`config.mk`:
```
export PLATFORM = sky130hd
export DESIGN_NAME = rs15_9_decode
export DESIGN_NICKNAME = d
export VERILOG_FILES = /design/src/rtl/rs15_9_pkg.sv /design/src/rtl/gf2_3mult.sv /design/src/rtl/gf2_add.sv /design/src/rtl/rs_syndrome.sv /design/src/rtl/rs15_9_decode.sv
export SDC_FILE = /design/constraint.sdc
export NUM_CORES = 1
export LEC_CHECK = 0
export CAP_MARGIN = 15
export CELL_PAD_IN_SITES_DETAIL_PLACEMENT = 1
export CELL_PAD_IN_SITES_GLOBAL_PLACEMENT = 1
export CORE_MARGIN = 3
export CORE_UTILIZATION = 42
export DETAILED_ROUTE_END_ITERATION = 10
export PLACE_DENSITY_LB_ADDON = 0.1
export SLEW_MARGIN = 20
export SYNTH_ARGS = -nofsm -noshare
export SYNTH_HDL_FRONTEND = slang
export SYNTH_SLANG_ARGS = --single-unit
```
`constraint.sdc`:
```
create_clock -name clk -period 6.85 [get_ports clk]
set_clock_uncertainty 0.2 [all_clocks]
set_input_delay 1.37 -clock clk [delete_from_list [all_inputs] [get_ports clk]]
set_output_delay 1.37 -clock clk [all_outputs]
set_load 0.05 [all_outputs]
```
`src/rtl/rs15_9_pkg.sv`:
```
// Shared GF(16) / RS(15,9) definitions used by the encoder and decoder.
// Field polynomial x^4+x+1, generator roots alpha^1..alpha^6.
package rs15_9_pkg;
    localparam int WORD_WIDTH = 4;
    localparam int N_NUM      = 15;
    localparam int K_NUM      = 9;
    localparam int PAR_NUM    = N_NUM - K_NUM;
    localparam int CODE_WIDTH = N_NUM * WORD_WIDTH;
    localparam int DATA_WIDTH = K_NUM * WORD_WIDTH;
    localparam int PAR_WIDTH  = PAR_NUM * WORD_WIDTH;
    localparam int CNT_WIDTH  = 4;

    typedef logic [WORD_WIDTH-1:0] sym_t;
    typedef logic [PAR_NUM-1:0][WORD_WIDTH-1:0] synd_vec_t;

    typedef enum logic [1:0] {IDLE, SYND, EVAL, CORR} dec_state_t;

    // g(x) coefficients, index = power of x
    localparam sym_t GEN_COEF [PAR_NUM+1] = '{4'hC, 4'hA, 4'hC, 4'h3, 4'h9, 4'h7, 4'h1};

    localparam sym_t ALPHA_POW [PAR_NUM+1] = '{4'h1, 4'h2, 4'h4, 4'h8, 4'h3, 4'h6, 4'hC};

    localparam sym_t ALOG_TBL [16] = '{4'h1, 4'h2, 4'h4, 4'h8, 4'h3, 4'h6, 4'hC, 4'hB,
                                       4'h5, 4'hA, 4'h7, 4'hE, 4'hF, 4'hD, 4'h9, 4'h1};

    // log of 0 is undefined and reads back as 0
    localparam sym_t LOG_TBL [16] = '{4'd0, 4'd0, 4'd1, 4'd4, 4'd2, 4'd8, 4'd5, 4'd10,
                                      4'd3, 4'd14, 4'd9, 4'd7, 4'd6, 4'd13, 4'd11, 4'd12};

    localparam sym_t INV_TBL [16] = '{4'h0, 4'h1, 4'h9, 4'hE, 4'hD, 4'hB, 4'h7, 4'h6,
                                      4'hF, 4'h2, 4'hC, 4'h5, 4'hA, 4'h4, 4'h3, 4'h8};

    function automatic sym_t gf_mul(input sym_t a, input sym_t b);
        sym_t acc;
        sym_t sh;
        acc = '0;
        sh  = a;
        for (int i = 0; i < WORD_WIDTH; i++) begin
            if (b[i]) acc = acc ^ sh;
            sh = {sh[WORD_WIDTH-2:0], 1'b0} ^ (sh[WORD_WIDTH-1] ? 4'h3 : 4'h0);
        end
        return acc;
    endfunction
endpackage

```
`src/rtl/gf2_3mult.sv`:
```
// General GF(16) multiplier cell (degree-3 polynomial operands).
module gf2_3mult
    import rs15_9_pkg::*;
(
    input  logic [WORD_WIDTH-1:0] a,
    input  logic [WORD_WIDTH-1:0] b,
    output logic [WORD_WIDTH-1:0] p
);
    assign p = gf_mul(a, b);
endmodule

```
`src/rtl/gf2_add.sv`:
```
// GF(16) adder cell: symbol-wise xor.
module gf2_add
    import rs15_9_pkg::*;
(
    input  logic [WORD_WIDTH-1:0] a,
    input  logic [WORD_WIDTH-1:0] b,
    output logic [WORD_WIDTH-1:0] s
);
    assign s = a ^ b;
endmodule

```
`src/rtl/rs_syndrome.sv`:
```
// Six Horner accumulators S_j <= S_j*alpha^j + r, fed one symbol per cycle MSB first.
module rs_syndrome
    import rs15_9_pkg::*;
(
    input  logic                  clk,
    input  logic                  rst_n,
    input  logic                  clear,
    input  logic                  enable,
    input  logic [WORD_WIDTH-1:0] sym,
    output synd_vec_t             synd
);
    synd_vec_t prod;
    synd_vec_t sum;

    // synd[j] holds S_(j+1)
    for (genvar j = 0; j < PAR_NUM; j++) begin : g_acc
        gf2_3mult u_mul (
            .a (synd[j]),
            .b (ALPHA_POW[j+1]),
            .p (prod[j])
        );

        gf2_add u_add (
            .a (prod[j]),
            .b (sym),
            .s (sum[j])
        );

        always_ff @(posedge clk) begin
            if (!rst_n || clear) begin
                synd[j] <= '0;
            end else if (enable) begin
                synd[j] <= sum[j];
            end
        end
    end
endmodule

```
`src/rtl/rs15_9_decode.sv`:
```
// RS(15,9) decoder: serial syndromes, then single-symbol error location and correction.
module rs15_9_decode
    import rs15_9_pkg::*;
(
    input  logic                  clk,
    input  logic                  rst_n,
    input  logic                  data_en,
    input  logic [CODE_WIDTH-1:0] datain,
    output logic                  busy,
    output logic                  data_rdy,
    output logic [DATA_WIDTH-1:0] dataout,
    output logic                  err_det,
    output logic                  err_corr,
    output logic                  err_fail
);
    dec_state_t state_q, state_d;

    logic                  en_q;
    logic                  start;
    logic                  load, synd_step, eval_step, corr_step;
    logic [CODE_WIDTH-1:0] code_q;
    logic [CNT_WIDTH-1:0]  cnt_q;
    logic [5:0]            sym_idx;
    sym_t                  cur_sym;
    synd_vec_t             synd;

    sym_t                  x_c, e_c, loc_c;
    logic                  cons_c, nz_c;
    sym_t                  e_q, loc_q;
    logic                  cons_q, nz_q;
    logic [DATA_WIDTH-1:0] corr_data;

    assign start   = data_en & ~en_q;
    assign sym_idx = {cnt_q - 4'd1, 2'b00};
    assign cur_sym = code_q[sym_idx +: WORD_WIDTH];

    always_ff @(posedge clk) begin
        if (!rst_n) begin
            state_q <= IDLE;
        end else begin
            state_q <= state_d;
        end
    end

    always_comb begin
        state_d = state_q;
        unique case (state_q)
            IDLE:    if (start) state_d = SYND;
            SYND:    if (cnt_q == CNT_WIDTH'(1)) state_d = EVAL;
            EVAL:    state_d = CORR;
            CORR:    state_d = IDLE;
            default: state_d = IDLE;
        endcase
    end

    // Edges seen outside IDLE are simply dropped, never queued
    always_comb begin
        busy      = (state_q != IDLE);
        load      = (state_q == IDLE) && start;
        synd_step = (state_q == SYND);
        eval_step = (state_q == EVAL);
        corr_step = (state_q == CORR);
    end

    rs_syndrome u_syndrome (
        .clk    (clk),
        .rst_n  (rst_n),
        .clear  (load),
        .enable (synd_step),
        .sym    (cur_sym),
        .synd   (synd)
    );

    // Single-error hypothesis: X = S2/S1, e = S1^2/S2, and every S_(j+1) must equal S_j*X
    always_comb begin
        x_c    = gf_mul(synd[1], INV_TBL[synd[0]]);
        e_c    = gf_mul(gf_mul(synd[0], synd[0]), INV_TBL[synd[1]]);
        loc_c  = LOG_TBL[x_c];
        nz_c   = |synd;
        cons_c = (synd[0] != '0) && (synd[1] != '0);
        for (int j = 0; j < PAR_NUM - 1; j++) begin
            if (synd[j+1] != gf_mul(synd[j], x_c)) cons_c = 1'b0;
        end
    end

    always_comb begin
        corr_data = code_q[CODE_WIDTH-1:PAR_WIDTH];
        if (nz_q && cons_q) begin
            for (int k = 0; k < K_NUM; k++) begin
                if (loc_q == sym_t'(k + PAR_NUM)) begin
                    corr_data[k*WORD_WIDTH +: WORD_WIDTH] = corr_data[k*WORD_WIDTH +: WORD_WIDTH] ^ e_q;
                end
            end
        end
    end

    always_ff @(posedge clk) begin
        if (!rst_n) begin
            en_q     <= 1'b0;
            code_q   <= '0;
            cnt_q    <= '0;
            e_q      <= '0;
            loc_q    <= '0;
            cons_q   <= 1'b0;
            nz_q     <= 1'b0;
            data_rdy <= 1'b0;
            dataout  <= '0;
            err_det  <= 1'b0;
            err_corr <= 1'b0;
            err_fail <= 1'b0;
        end else begin
            en_q <= data_en;
            if (load) begin
                code_q   <= datain;
                cnt_q    <= CNT_WIDTH'(N_NUM);
                data_rdy <= 1'b0;
                err_det  <= 1'b0;
                err_corr <= 1'b0;
                err_fail <= 1'b0;
            end
            if (synd_step) begin
                cnt_q <= cnt_q - 1'b1;
            end
            if (eval_step) begin
                e_q    <= e_c;
                loc_q  <= loc_c;
                cons_q <= cons_c;
                nz_q   <= nz_c;
            end
            if (corr_step) begin
                dataout  <= corr_data;
                err_det  <= nz_q;
                err_corr <= nz_q & cons_q;
                err_fail <= nz_q & ~cons_q;
                data_rdy <= 1'b1;
            end
        end
    end
endmodule

```
==> results.md <==
- Outcome: completed
- Hold Fails Final Rpt: 0
- Design Power: 4.16 mW
- Sw frac: 44.0%
- Met2 WL: 13600 um
- Final nets: 1263
- WP depth: 14
- Cell Rows: 53
- Final setup fails: 0
- Worst Tran Pin Value: 1.12 ns
- Fmax: 211 MHz
- CTS tree: built
- Period utilization: 69.1%
- Total GRT Usage: 23.6%
- Global route overflow: 0
- Root Buffer: clkbuf_16
- Maximum clock path buffer count: 2
- Combinational fraction of design power: 48.0%
- Highest metal used: met4
- Worst Reg2Reg Path Length in Cells: 14
- Ys async rst share: 0%
- Design area: 10900 um^2
- Distinct cells, synth: 59
- Critical Path Source Type: flop
- Critical path peak fanout: 22
- Mapped cell area: 9090 um^2
- Routed Antenna Nets: 0
- Mapped Cells: 1117
- Insertion delay to the later sink of the worst-skew pair: 0.43 ns
- Clock power frac: 22.8%
- Ys flop type: dfxtp_1
- Slew Viols, Final: 0
- Net Count, Synth: 1210
- Ant diodes: 0
- Setup Fix Bufs, Post-CTS: 0
- Core area: 21200 um^2
- PD cells: 383 nW/um^2
- DIE WIDTH: 153 um
- RD Place Congestion: 0.869
- Internal power: 2.33 mW
- Net Sw Power: 1.83 mW
- Post-synthesis sequential area ratio: 31.1%
- Most common cell after layout, fill and taps aside: nand2_1
- CP max stage delay: 0.65 ns
- Max transition margin: 24.9%
- Leak Pwr: 4.13 nW
- DIE HEIGHT: 153 um
- Syn-to-layout area delta: 19.5%
- First-pass GRT wire length: 44700 um
- Hold Crit Class: reg2reg
- Via Count: 8023
- Post-CTS sizing: 0
- Max VDD drop: 0.182 mV
- Sequential share of power: 29.2%
- Routed WL per cell: 19.3 um
- Hold buffer count at CTS: 0
- Clock Sinks: 141
- Initial core utilization: 43.0%
- Worst path slowest cell: dfxtp_1
- Syn Area/Cell: 8.14 um^2
- Fillers: 2533
- Period minus WS final: 4.73 ns
- Critical path's top delay family: buffers and inverters
- Req. time, crit path: 7.00 ns
- Total negative slack: 0 ns
- WS Path Type: reg2reg
- WL final: 28100 um
- Layout cells sized above 1: 6.18%
- Num CTS Buffers: 17
- Crit path buffers/inverters: 3
- Vias in the first global route: 7995
- Die area: 23400 um^2
- Crit. End Element: flop
- DRT met1 WL: 13100 um
- Max_cap viols: 0
- DR pass1 iterations: 4
- Metal3 WL: 1050 um
- Multi-input logic area: 5870 um^2
- Post-place instance area: 10300 um^2
- Syn. warnings: 0
- Cell count of the worst hold path: 2
- Most frequent cells in the layout: 252 x nand2_1, 141 x dfxtp_1, 102 x clkdlybuf4s50_1, 84 x nor2_1, 74 x xnor2_1
- IO buf count: 103
- Crit path arrival time: 4.89 ns
- IO Pins: 104
- Drc violations: 0
- Iter 0 DRT Violations: 356
- #FFs+latches synth: 141
- Initial antenna violation count: 0
- Largest net degree at the start of global routing: 79
- EDFF count, synth: 0
- RSZ-0062 raised after global routing: no
- FF+latch area: 2820 um^2
- Vias per inst: 5.51
- Clock slew at reported path FFs: 0.06 ns
- Critical Path, Cell by Cell: clkinv_1, ha_1, mux4_2, a211oi_1, nor2_1, xnor2_1, buf_4, inv_1, nor2_1, xnor2_1, xnor3_1, nor4_1, nand4_1, o21ai_1
- CTS HTree Levels: 4
- Post-DP HPWL: 19700 um
[through the flow]
step                setup WS [ns]  cells  utilization [%]  hold WS, ns
global placement             2.44   1426             48.5        0.242
detailed placement           2.24   1426             48.5        0.248
finish                       2.12   1457             51.3        0.256
CTS                          2.20   1457             51.3        0.256
floorplan                    2.94   1117                -        0.233
global route                 1.68   1457             51.3        0.279
[power by group through the flow]
stage	Clock, mW	Sequential (mW)	Combinational [mW]
floorplan	0	1.19	1.43
global placement	0	1.22	1.95
detailed placement	0	1.23	1.99
CTS	0.965	1.21	2.01
global route	1.00	1.24	2.19
finish	0.949	1.21	2.00
[logic make-up (layout without fill, tap and decap cells)]
| logic type | count (synthesis) | count (layout) | share of synthesized area [%] |
|---|---|---|---|
| compound gates | 210 | 210 | 16.1 |
| fa+ha+maj | 30 | 30 | 4.13 |
| xor+xnor | 147 | 147 | 17.1 |
| simple gates | 441 | 441 | 20.9 |
| buf+inv | 110 | 175 | 4.67 |
| mux | 38 | 38 | 6.17 |
| flops | 141 | 141 | 31.1 |
[synthesized netlist by cell type (all sizes together) (6+ instances only)]
master | number | area (um^2)
nand4 | 8 | 50.1
a311oi | 9 | 78.8
dfxtp | 141 | 2820
nand3 | 25 | 125
xor2 | 54 | 488
o21ai | 38 | 190
nor2 | 86 | 325
clkbuf | 61 | 229
nor2b | 8 | 50.1
or3 | 17 | 106
a211oi | 16 | 120
nor4 | 6 | 37.5
ha | 30 | 375
a21oi | 50 | 250
o211ai | 8 | 60.1
mux4 | 14 | 315
nand2 | 252 | 946
buf | 20 | 86.3
mux2i | 20 | 200
inv | 26 | 97.6
nor3 | 13 | 65.1
xnor2 | 75 | 657
o211a | 27 | 270
xnor3 | 17 | 383
a21boi | 34 | 255
[final timing paths]
| kind | startpoint | end | slack (ns) |
|---|---|---|---|
| setup / recovery | u_syndrome.synd[1]$_SDFFE_PP0N_ | cons_q$_SDFFE_PN0P_ | 2.12 |
| hold reg to reg | code_q[4]$_SDFFE_PN0P_ | code_q[4]$_SDFFE_PN0P_ | 0.26 |
| setup reg to reg | u_syndrome.synd[1]$_SDFFE_PP0N_ | cons_q$_SDFFE_PN0P_ | 2.12 |
| hold / removal | code_q[4]$_SDFFE_PN0P_ | code_q[4]$_SDFFE_PN0P_ | 0.26 |
[metal layers]
layer,vias up,track usage [%]
li1,3911,-
met1,3945,32.1
met5,-,0
met3,18,3.79
met4,0,4.92
met2,149,39.8
[flip-flops by register name, indices dropped and copies added, names as in the netlist, 2 cells and up]
signal / flops
e_q: 4
loc_q: 4
code_q: 60
cnt_q: 4
u_syndrome.synd: 24
state_q: 2
dataout: 36
[layout make-up]
class | instances | area share [%]
Multi-Input combinational cell | 866 | 54.1
Sequential cell | 141 | 26.0
Timing Repair Buffer | 115 | 10.3
Clock buffer | 18 | 3.95
Tap cell | 275 | 3.17
Clock inverter | 13 | 1.53
Inverter | 29 | 1.00
[worst reg2reg max path, stage by stage, from the launching register on]
cell	delay (ns)
dfxtp_1	0.65
clkinv_1	0.40
ha_1	0.35
mux4_2	0.55
a211oi_1	0.41
nor2_1	0.14
xnor2_1	0.17
buf_4	0.28
inv_1	0.29
nor2_1	0.20
xnor2_1	0.14
xnor3_1	0.23
nor4_1	0.39
nand4_1	0.15
o21ai_1	0.13
Note: power is estimated with default switching activity, not from simulation.
